File: src/rtl/bcd_cnt_pkg.sv
// bcd_cnt_pkg: shared BCD digit type, digit limit and helpers
// for the two-digit BCD modulo counter and its digit slice.
package bcd_cnt_pkg;

   typedef logic [3:0] bcd_digit_t;

   localparam bcd_digit_t BCD_MAX_DIGIT = 4'd9;

   function automatic logic bcd_valid(input bcd_digit_t digit);
      return digit <= BCD_MAX_DIGIT;
   endfunction

   // {tens, units} of a binary value 0..99; used for the
   // reset value and the terminal (MOD-1) constant.
   function automatic logic [7:0] bin_to_bcd2(input int value);
      logic [7:0] r;
      r[7:4] = 4'(value / 10);
      r[3:0] = 4'(value % 10);
      return r;
   endfunction

endpackage

File: src/rtl/bcd_mod_counter_digit.sv
// bcd_digit: one BCD digit stepped up or down by a carry/borrow in.
// Ports: d_i current digit, cin step request, dn direction,
//        q_o next digit, cout carry (up 9->0) / borrow (down 0->9).
module bcd_digit
   import bcd_cnt_pkg::*;
(
   input  bcd_digit_t d_i,
   input  logic       cin,
   input  logic       dn,
   output bcd_digit_t q_o,
   output logic       cout
);

   always_comb begin
      q_o  = d_i;
      cout = 1'b0;
      if (cin) begin
         if (!dn) begin
            if (d_i >= BCD_MAX_DIGIT) begin
               q_o  = 4'd0;
               cout = 1'b1;
            end else begin
               q_o = d_i + 4'd1;
            end
         end else begin
            if (d_i == 4'd0) begin
               q_o  = BCD_MAX_DIGIT;
               cout = 1'b1;
            end else begin
               q_o = d_i - 4'd1;
            end
         end
      end
   end

endmodule

File: src/rtl/bcd_mod_counter.sv
// bcd_mod_counter: two-digit BCD modulo-MOD counter with preset,
// combinational terminal count co for same-clock cascading.
// Ports: clk, cr (sync reset to INIT), en, ld/ld_t/ld_u (checked
//        preset), bcd_t/bcd_u state, co carry, load_err reject pulse.
// Macro BCDCNT_DOWN_EN adds input dn (1 = count down).
module bcd_mod_counter
   import bcd_cnt_pkg::*;
#(
   parameter int MOD  = 24,
   parameter int INIT = 0
) (
   input  logic       clk,
   input  logic       cr,
   input  logic       en,
   input  logic       ld,
   input  logic [3:0] ld_u,
   input  logic [3:0] ld_t,
`ifdef BCDCNT_DOWN_EN
   input  logic       dn,
`endif
   output logic [3:0] bcd_u,
   output logic [3:0] bcd_t,
   output logic       co,
   output logic       load_err
);

   if (MOD < 2 || MOD > 100 || INIT < 0 || INIT >= MOD) begin : g_bad_param
      $fatal(1, "bcd_mod_counter: MOD must be 2..100 and INIT < MOD");
   end

   localparam logic [7:0] TOP_BCD  = bin_to_bcd2(MOD - 1);
   localparam logic [7:0] INIT_BCD = bin_to_bcd2(INIT);
   localparam logic [7:0] MOD_BIN  = 8'(MOD);

   bcd_digit_t u_q, u_d, u_nx;
   bcd_digit_t t_q, t_d, t_nx;
   logic       err_q, err_d;
   logic       u_cy, t_cy_unused;
   logic       dir;
   logic       term;
   logic       ld_ok;
   logic [7:0] ld_bin;

`ifdef BCDCNT_DOWN_EN
   assign dir = dn;
`else
   assign dir = 1'b0;
`endif

   bcd_digit u_units (
      .d_i  (u_q),
      .cin  (1'b1),
      .dn   (dir),
      .q_o  (u_nx),
      .cout (u_cy)
   );

   // Tens carry-out is never needed: the modulus wrap below
   // catches every case where the tens digit would overflow.
   bcd_digit u_tens (
      .d_i  (t_q),
      .cin  (u_cy),
      .dn   (dir),
      .q_o  (t_nx),
      .cout (t_cy_unused)
   );

   assign term = dir ? ({t_q, u_q} == 8'h00)
                     : ({t_q, u_q} == TOP_BCD);

   assign ld_bin = {4'd0, ld_t} * 8'd10 + {4'd0, ld_u};
   assign ld_ok  = bcd_valid(ld_t) && bcd_valid(ld_u)
                && (ld_bin < MOD_BIN);

   assign co = en & ~ld & ~cr & term;

   always_comb begin
      u_d   = u_q;
      t_d   = t_q;
      err_d = 1'b0;
      if (ld) begin
         if (ld_ok) begin
            t_d = ld_t;
            u_d = ld_u;
         end else begin
            err_d = 1'b1;
         end
      end else if (en) begin
         // Wrap beats the digit carry so MOD=100 and MOD=24
         // both return to 00 from their last value.
         if (term) begin
            {t_d, u_d} = dir ? TOP_BCD : 8'h00;
         end else begin
            t_d = t_nx;
            u_d = u_nx;
         end
      end
   end

   always_ff @(posedge clk) begin
      if (cr) begin
         t_q   <= INIT_BCD[7:4];
         u_q   <= INIT_BCD[3:0];
         err_q <= 1'b0;
      end else begin
         t_q   <= t_d;
         u_q   <= u_d;
         err_q <= err_d;
      end
   end

   assign bcd_u    = u_q;
   assign bcd_t    = t_q;
   assign load_err = err_q;

endmodule
File: config.mk
export PLATFORM = sky130hd
export DESIGN_NAME = bcd_mod_counter
export DESIGN_NICKNAME = d
export VERILOG_FILES = /design/src/rtl/bcd_cnt_pkg.sv /design/src/rtl/bcd_mod_counter_digit.sv /design/src/rtl/bcd_mod_counter.sv
export SDC_FILE = /design/constraint.sdc
export NUM_CORES = 1
export LEC_CHECK = 0
export ABC_AREA = 1
export CORE_MARGIN = 2
export CORE_UTILIZATION = 44
export CTS_CLUSTER_SIZE = 14
export DETAILED_ROUTE_END_ITERATION = 10
export PLACE_DENSITY = 0.85
export SYNTH_ARGS = -nofsm -noshare
export SYNTH_HDL_FRONTEND = slang
export SYNTH_SLANG_ARGS = --single-unit
File: constraint.sdc
create_clock -name clk -period 2.4 [get_ports clk]
set_clock_uncertainty 0.1 [all_clocks]
set_input_delay 0.48 -clock clk [delete_from_list [all_inputs] [get_ports clk]]
set_output_delay 0.48 -clock clk [all_outputs]
set_load 0.01 [all_outputs]
# Yosys cells after proc, flatten, opt, wreduce, memory -nomap -nowiden
# Index checks and enable logic that the tools add are counted.
[totals]
regBits = 9
in_bits = 12
out_inout_bits = 10
wordCells = 39
[classes]
n_addsub = 3
n_mul = 1
magnitude_cmp = 5
n_eq_ne = 2
n_mux = 13
n_bitwise = 5
n_reduce_logical = 7
[op_table]
columns = ["op", "n"]
rows = [
  ["$mux W4", 11],
  ["$add A4 B1 Y4 const B", 2],
  ["$add A8 B4 Y8", 1],
  ["$eq A8 B6 Y1 const B", 1],
  ["$ge A4 B4 Y1 const B", 2],
  ["$le A4 B4 Y1 const B", 2],
  ["$lt A8 B5 Y1 const B", 1],
  ["$mul A4 B3 Y7 const B", 1],
  ["$and A1 B1 Y1", 3],
  ["$reduce_and A3 Y1", 1],
  ["$reduce_bool A3 Y1", 1],
  ["$logic_and A1 B1 Y1", 2],
  ["$mux W1", 2],
  ["$ne A2 B1 Y1 const B", 1],
  ["$not A1 Y1", 2],
  ["$reduce_and A2 Y1", 1],
  ["$reduce_bool A2 Y1", 1],
  ["$reduce_or A2 Y1", 1],
]

# Longest topological paths before layout
[logic_depth]
ltp_word = 6
ltp_mapped = 16
mapped_depth_nobuf = 16

# Modules after synthesis
# Synthesis repeated with hierarchy kept, for this count alone.
[unflattened]
hier_cells = 229
area_unflattened_um2 = 1412.6
[by_module_without_submodules]
columns = ["module", "n_inst", "cells_per_inst", "area_each_um2", "seq_area_each_um2"]
rows = [
  ["bcd_mod_counter", 1, 127, 814.5, 180.2],
  ["bcd_digit", 2, 51, 299.0, 0.0],
]

# Least setup slack after synthesis
# No wires, ideal clock.
[synth_path]
path_kind = "input port to flip-flop"
startpoint = "in ld_t[1]"
endpoint = "reg u_q[0] (netlist: bcd_u[0])"
setup_ns = 0.116
arrival_ns = 2.172
required_time_ns = 2.184
path_slack_ns = 0.012
cell_stages = 14
n_path_buf = 1
path_cell_list = "ha_1 > ha_1 > fa_1 > a21oi_1 > nand2_1 > nor2_1 > nand2_1 > nand2_1 > nand2_1 > nand2_1 > buf_6 > nand2_1 > nand2_1 > a21oi_1"
[synth_between]
elab_chain_cells = 6
word_cells_on_any_way = 8
classes_between = "add/sub: 1; mul: 1; order compare: 2; eq/ne: 1; reduce/logical: 3"
[synth_lines]
columns = ["element", "line_no", "text"]
rows = [
  ["start, declared", "bcd_mod_counter.sv:17", "input logic [3:0] ld_t,"],
  ["$mul A4 B3 Y7", "bcd_mod_counter.sv:71", "assign ld_bin = {4'd0, ld_t} * 8'd10 + {4'd0, ld_u};"],
  ["$add A8 B4 Y8", "bcd_mod_counter.sv:71", ""],
  ["$lt A8 B5 Y1", "bcd_mod_counter.sv:73", "&& (ld_bin < MOD_BIN);"],
  ["$logic_and A1 B1 Y1 *", "bcd_mod_counter.sv:73", ""],
  ["$ne A2 B1 Y1 (no line) *", "-", ""],
  ["$reduce_and A2 Y1 (no line) *", "-", ""],
  ["end signal, assigned", "bcd_mod_counter.sv:103", "u_q <= INIT_BCD[3:0];"],
  ["end signal, assigned", "bcd_mod_counter.sv:107", "u_q <= u_d;"],
  ["end, declared", "bcd_mod_counter.sv:35", "bcd_digit_t u_q, u_d, u_nx;"],
]
# Every way passes the cells marked *; elsewhere a longest branch is shown, timed or not.
# A chain may end at the register's enable or synchronous reset.

# Worst setup path after layout
[layout_path]
startpoint = "in ld_t[1]"
endpoint = "reg u_q[2] (netlist: bcd_u[2])"
# Same word-level chain as after synthesis.

==> reports/results.ini <==
[outcome]
status = finished, final reports clean

[drt]
finalWirelength_um = 2430
drtIter0Drc = 40
postRouteAntennaNets = 0
drc = 0
vias = 1041
viasPerCell = 5.13
routedWlPerCell_um = 12.0
drt_first_pass_iters = 4

[synthesis]
synth_simple_gate_area_frac = 0.311
synthXorXnorAreaFrac = 0.0382
syn_nets = 167
ys_dominant_reg_cell = dfxtp_1
synth_edf_count = 0
muxShareOfSynthArea = 0
yosysTopAreaCell = dfxtp_1
syn_avg_cell_area_um2 = 6.50
ys_types = 19
yosysWarnings = 0
synth_top_area_frac = 0.196
async_reset_ff_frac = 0
synth-compound-area-share = 0.136
ys_ff_latch = 9
synth_area_leaders = dfxtp_1, ha_1, nand2_1, inv_1, nand3_1
yosysSeqAreaShare = 0.196
postSynthCellCount = 141
synth_area_um2 = 917
synthAdderAreaFrac = 0.199
synth_top_family_by_area = simple AND/OR/NAND/NOR gates

[min_path]
hold_start = bcd_u[0]
min_path_type = flip-flop to flip-flop
holdPathEnd = bcd_u[0]
hold_depth = 2

[job]
maxCapViolations = 0

[worst_setup_path]
rr_worst_depth = 7
worstReg2RegStart = bcd_t[0]
arrival_ps = 2430
worst_ep_required_time_ps = 2500
cp-start-kind = primary input
endpoint_kind = flip-flop
critical_path_class = primary input to flip-flop
r2r_slack_ps = 420
timing.rr.end = bcd_u[0]
path_max_fanout = 8

[clocking]
cts_hold_buf = 0
clkLatencyLatePin_ps = 270
htreeDepth = 1
clock_path_buffers = 2
cts_buffers = 3
root_buffer = clkbuf_4
path_clk_slew_ps = 60
clock-sinks = 9
tritoncts = built

[cells_and_area]
layout-drive-gt1-share = 0.199
fin_util = 0.684
final_cell_area_um2 = 1340
area_growth_pct = 46.2
diodes = 0
final_common_cell = nand2_1
final_cell_mix = nand2_1, inv_1, clkdlybuf4s50_1
nets = 203
nFillCells = 183
instances_no_fill = 203

[floorplanning]
rows = 16
initial_core_util = 0.467
die-width_um = 49.7
core_region_area_um2 = 1960
die_h_um = 49.7
io_pins = 22
design.die.area_um2 = 2470

[grt]
grtUsageTotal = 0.206
grt_max_degree = 11
antenna_found_initial = 0
grt_pass1_wl_um = 3950
overflow = 0
grt_pass1_vias = 989

[pwr]
ir_drop_uv = 248
leakage_nw = 0.658
power_density_nw_per_um2 = 395

[placed_design]
dpl_cell_area_um2 = 1220
routabilityCongestion = 0.903
place.port_buffers = 21
placed_cells = 198
hpwl_um = 1870

[sta]
slew_viol_final = 0
period_share = 0.971
fmax_mhz = 429
fin_crit_ps = 2330
hold_slack_ps = 435
max_slew_margin = 0.759
tns_ps = 0
setup_violations = 0
worst_slew_pin_slew_ps = 361
hold_viol = 0

## worst max path at each step
stage | from | endpoint | slack (ps) | depth (start not counted)
final | ld_t[1] | bcd_u[2] | 70 | 13
after global routing | ld_t[1] | bcd_u[2] | -40 | 13
after CTS | ld_t[2] | bcd_u[0] | 3 | 13
after detailed placement | ld_t[1] | bcd_t[3] | -730 | 15
after global placement | ld_t[1] | bcd_t[0] | -580 | 15
after floorplan | ld_t[1] | bcd_u[0] | 10 | 14
## final cells by class
cell class              count  area, um^2  area share
inverters                  23        86.3      0.0644
clock buffers               4        26.3      0.0196
multi-input cells         107         718       0.535
flip-flops and latches      9         181       0.135
well taps                  27        33.8      0.0252
repair buffers             33         295       0.220
## metrics by stage
step / setup slack, ps / power [mW]
floorplan: 12.0 / 0.296
global placement: -580 / 0.372
detailed placement: -725 / 0.382
CTS: 2.71 / 0.518
global route: -37.4 / 0.569
finish: 69.0 / 0.530
## cell usage after synthesis, types with 2 or more instances
cell,instances
a21boi_0,4
inv_1,23
dfxtp_1,9
a21oi_1,7
xor2_1,3
o31ai_1,2
nand3_1,10
ha_1,13
nand2_1,42
nand4_1,5
buf_6,2
nor2_1,9
o21ai_0,6
## power by group
group	switching (mW)	internal (mW)	total (mW)
registers	0.0130	0.161	0.174
logic	0.123	0.111	0.234
clock network	0.0575	0.0644	0.122
total	0.194	0.337	0.530
## critical path: stages
cell	delay [ps]
buf_6	100
ha_4	240
ha_4	160
fa_1	540
nand2_1	70
inv_1	70
nand3_2	60
a21oi_2	110
nand2_1	90
nand2_4	120
buf_6	130
nand3_1	90
a21oi_2	160
## layer usage
metal  track usage  up-vias  part of all wire
met5             0        -                 0
met4         0.111        0             0.025
met3        0.0273        7             0.044
met2         0.382       34              0.50
met1         0.224      474              0.43
li1              -      526                 -
## cells by family after synthesis
family,Yosys count
fa+ha+maj,14
flops,9
xor+xnor,4
buf+inv,25
compound gates,21
simple gates,68
## sequential cells by signal (all words and copies together) (netlist names)
name,cells
bcd_t,4
load_err,1
bcd_u,4
## timing repair
action / 4_1_cts / 5_1_grt
endpoints found under the setup margin: 10 / 8
hold endpoints to repair: 0 / 0
buffers inserted: 1 / 0
gates resized for setup: 27 / 13
pin swaps: 14 / 11
(Power assumes the default switching activity.)
==> RTL change 1, RTL diff (config.mk and constraints unchanged) <==
Add an input register stage for `cr`, `en`, `ld`, `ld_u` and `ld_t`; this delays them by one clock.
--- a/src/rtl/bcd_mod_counter.sv
+++ b/src/rtl/bcd_mod_counter.sv
@@ -23,6 +23,20 @@
    output logic       co,
    output logic       load_err
 );
+
+   logic cr_q;
+   logic en_q;
+   logic ld_q;
+   logic [3:0] ld_u_q;
+   logic [3:0] ld_t_q;
+
+   always_ff @(posedge clk) begin
+      cr_q   <= cr;
+      en_q   <= en;
+      ld_q   <= ld;
+      ld_u_q <= ld_u;
+      ld_t_q <= ld_t;
+   end
 
    if (MOD < 2 || MOD > 100 || INIT < 0 || INIT >= MOD) begin : g_bad_param
       $fatal(1, "bcd_mod_counter: MOD must be 2..100 and INIT < MOD");
@@ -68,24 +82,24 @@
    assign term = dir ? ({t_q, u_q} == 8'h00)
                      : ({t_q, u_q} == TOP_BCD);
 
-   assign ld_bin = {4'd0, ld_t} * 8'd10 + {4'd0, ld_u};
-   assign ld_ok  = bcd_valid(ld_t) && bcd_valid(ld_u)
+   assign ld_bin = {4'd0, ld_t_q} * 8'd10 + {4'd0, ld_u_q};
+   assign ld_ok  = bcd_valid(ld_t_q) && bcd_valid(ld_u_q)
                 && (ld_bin < MOD_BIN);
 
-   assign co = en & ~ld & ~cr & term;
+   assign co = en_q & ~ld_q & ~cr_q & term;
 
    always_comb begin
       u_d   = u_q;
       t_d   = t_q;
       err_d = 1'b0;
-      if (ld) begin
+      if (ld_q) begin
          if (ld_ok) begin
-            t_d = ld_t;
-            u_d = ld_u;
+            t_d = ld_t_q;
+            u_d = ld_u_q;
          end else begin
             err_d = 1'b1;
          end
-      end else if (en) begin
+      end else if (en_q) begin
          // Wrap beats the digit carry so MOD=100 and MOD=24
          // both return to 00 from their last value.
          if (term) begin
@@ -98,7 +112,7 @@
    end
 
    always_ff @(posedge clk) begin
-      if (cr) begin
+      if (cr_q) begin
          t_q   <= INIT_BCD[7:4];
          u_q   <= INIT_BCD[3:0];
          err_q <= 1'b0;
Behaviour: not the same (Yosys sat finds a counterexample within 4 cycles, from zero or initial values).
==> RTL change 1 against the unedited design <==
- cell area rose by 16%
- power increased by 46%
- wire length is 14% higher
- area after synthesis grew 26%
- worst setup slack worse by 0.060 ns
- count of clock-buffer cells in the layout decreased by 1
- sequential cell count grew 11
- combinational power grew 5%
- register-to-register slack worse by 0.41 ns
==> RTL change 1: results <==
{
  "status": "finished, final reports clean",
  "maxSlewHeadroom_pct": 76.08,
  "yosys-top-cells-area": "dfxtp_1, ha_1, nand2_1",
  "grt_pass1_wl_um": 4471,
  "worstRegToRegCells": 12,
  "grt_max_degree": 12,
  "placedInstanceArea_um2": 1423,
  "clk-insertion-delay-late_ns": 0.29,
  "synthXorXnorAreaFrac_pct": 3.800,
  "endpoint": "bcd_u[1]",
  "grt_pass1_vias": 1032,
  "seq-power_w": 0.000378,
  "vias_per_cell": 5.281,
  "p_leak_nw": 0.7074,
  "nNetsFinal": 208,
  "drtIter0Drc": 31,
  "synth_fa_ha_area_share_pct": 15.85,
  "fin_crit_sh_pct": 99.61,
  "r2r_slack_ns": 0.009,
  "timing.hold.ws_ns": 0.3760,
  "rr_startpoint": "ld_t_q[3]",
  "drive_gt1_share_pct": 21.67,
  "synth_cell_types": 27,
  "crit_fanout": 5,
  "pwr.group.clock_w": 0.000151,
  "hpwl_um": 1968,
  "yosys-top-cells-count": "nand2_1, dfxtp_1, inv_1",
  "cp.arrival_ns": 2.48,
  "hold_end": "load_err",
  "preCtsSetupSlack_ns": -0.03550
}
==> RTL change 1: metal layers <==
metal | GRT usage (%) | share of wire (%) | wire length (µm) | vias to the layer above
met3 | 4.032 | 4.6 | 127 | 4
met5 | 0 | 0 | 0 | -
li1 | - | - | - | 546
met1 | 24.75 | 40 | 1100 | 531
met4 | 6.098 | 1.3 | 36 | 0
met2 | 35.71 | 54 | 1500 | 28
==> RTL change 1: cell families after synthesis <==
family | after synthesis
compound gates | 23
xor+xnor | 5
fa+ha+maj | 14
buf+inv | 23
flops | 20
simple gates | 65
==> RTL change 1: what timing repair did <==
| item | in CTS | in global routing |
|---|---|---|
| setup buffers | 1 | 1 |
| endpoints found under the setup margin | 8 | 8 |
| gates resized for setup | 5 | 23 |
| cloned | 1 | 0 |
| pin swaps | 3 | 11 |
==> RTL change 1: layout make-up <==
cell class	instances	area, µm²
sequential	20	410.4
multi-input combinational	108	734.5
inverter	21	83.83
tap	30	37.54
timing repair buffer	28	265.3
clock buffer	3	22.52
fill	208	923.4
==> RTL change 2, RTL diff (config.mk and constraints unchanged) <==
Made on the original files. Build with the macro `BCDCNT_DOWN_EN` defined.
--- a/src/rtl/bcd_mod_counter.sv
+++ b/src/rtl/bcd_mod_counter.sv
@@ -3,6 +3,8 @@
 // Ports: clk, cr (sync reset to INIT), en, ld/ld_t/ld_u (checked
 //        preset), bcd_t/bcd_u state, co carry, load_err reject pulse.
 // Macro BCDCNT_DOWN_EN adds input dn (1 = count down).
+`define BCDCNT_DOWN_EN
+
 module bcd_mod_counter
    import bcd_cnt_pkg::*;
 #(
Interface: changed (added dn); port bits go from 22 to 23. No check against the original RTL was run, so the function may have changed too.
==> RTL change 2 against the unedited design <==
- power is 42% higher
- maximum frequency is 2.3% lower
- wire length is 44% higher
- cell area is 29% higher
- critical path depth is 1 higher
- area after synthesis is 30% higher
- via count is 36% higher
- worst setup slack worse by 0.054 ns
- sequential cell count stayed put
==> RTL change 2: results <==
{
  "dpl.cell_count": 263,
  "area_growth_pct": 45.19,
  "drt_pre_antenna_iters": 5,
  "vias_per_cell": 5.264,
  "fin_cells": 269,
  "gp_congestion": 0.8821,
  "p_leak_nw": 0.8471,
  "drive_gt1_share_pct": 28.45,
  "yosys-top-cells-area": "ha_1, dfxtp_1, nand2_1",
  "status": "finished, final reports clean",
  "crit_slowest_cell": "fa_1",
  "synth_cell_types": 31,
  "grt_util_all_layers_pct": 22.29,
  "crit_fanout": 6,
  "hold_start": "bcd_t[0]",
  "netSwitchingPower_w": 0.0003091,
  "grt_pass1_vias": 1273,
  "cpPeakStageDelay_ns": 0.47,
  "peakVddDrop_mv": 0.4153,
  "cp.arrival_ns": 2.45,
  "ys_warn_count": 0,
  "drt-total-wl_um": 3488,
  "synthCells": 186,
  "pwr-share-comb_pct": 59.5,
  "tightest_slew_ns": 0.3348,
  "num-fill-cells": 208,
  "seq-power_w": 0.000183,
  "yosys-top-cells-count": "nand2_1, nor2_1, inv_1, nand3_1, ha_1",
  "grt_max_degree": 10,
  "drtIter0Drc": 46,
  "grt_pass1_wl_um": 5644
}
[RTL change 2: changes by cell type after synthesis, sizes merged, moves of 4 or more]
cell | before | now
nor2 | 9 | 25
o21ai | 7 | 19
nand3 | 10 | 18
nand2 | 43 | 48
nand4 | 5 | 0
a21oi | 7 | 11
inv | 23 | 19
[RTL change 2: timing repair]
item | CTS | global route
setup endpoints to repair | 10 | 9
setup buffers | 0 | 1
gates cloned | 1 | 0
pin swaps | 4 | 6
resized for setup | 11 | 18
[RTL change 2: path summary, 6_finish.rpt]
check                                end  slack, ns  cells past startpoint
worst max-delay path            bcd_u[1]       0.02                     14
worst min-delay path            bcd_t[0]       0.58                      3
worst min register to register  bcd_t[0]       0.58                      3
worst max register to register  bcd_t[1]       0.43                     12
[RTL change 2: tightest hold or removal path, delay by kind of cell (launching register included)]
kind / cells / cell delay, ns
DFF: 1 / 0.34
buffers and inverters: 1 / 0.15
and+or+nand+nor: 1 / 0.11
AOI/OAI and AO/OA: 1 / 0.05
[RTL change 2: routing by layer]
metal	global-route usage (%)	routed length, µm	up-vias
li1	-	-	715
met5	0	0	-
met1	28.49	1531	644
met2	38.82	1725	53
met4	4.082	12	0
met3	4.419	218	4
[RTL change 2: cell type report]
cell class,count,area share [%]
multi-input cells,154,57.20
repair buffers,53,24.64
flip-flops and latches,9,10.37
inverters,19,4.107
well taps,30,2.161
clock buffers,4,1.513
[RTL change 2: cell families after synthesis]
| family | Yosys count | synth area share (%) |
|---|---|---|
| simple gates | 96 | 36.61 |
| compound gates | 35 | 17.47 |
| buf+inv | 24 | 9.100 |
| fa+ha+maj | 16 | 17.36 |
| flops | 9 | 15.06 |
| xor+xnor | 6 | 4.393 |
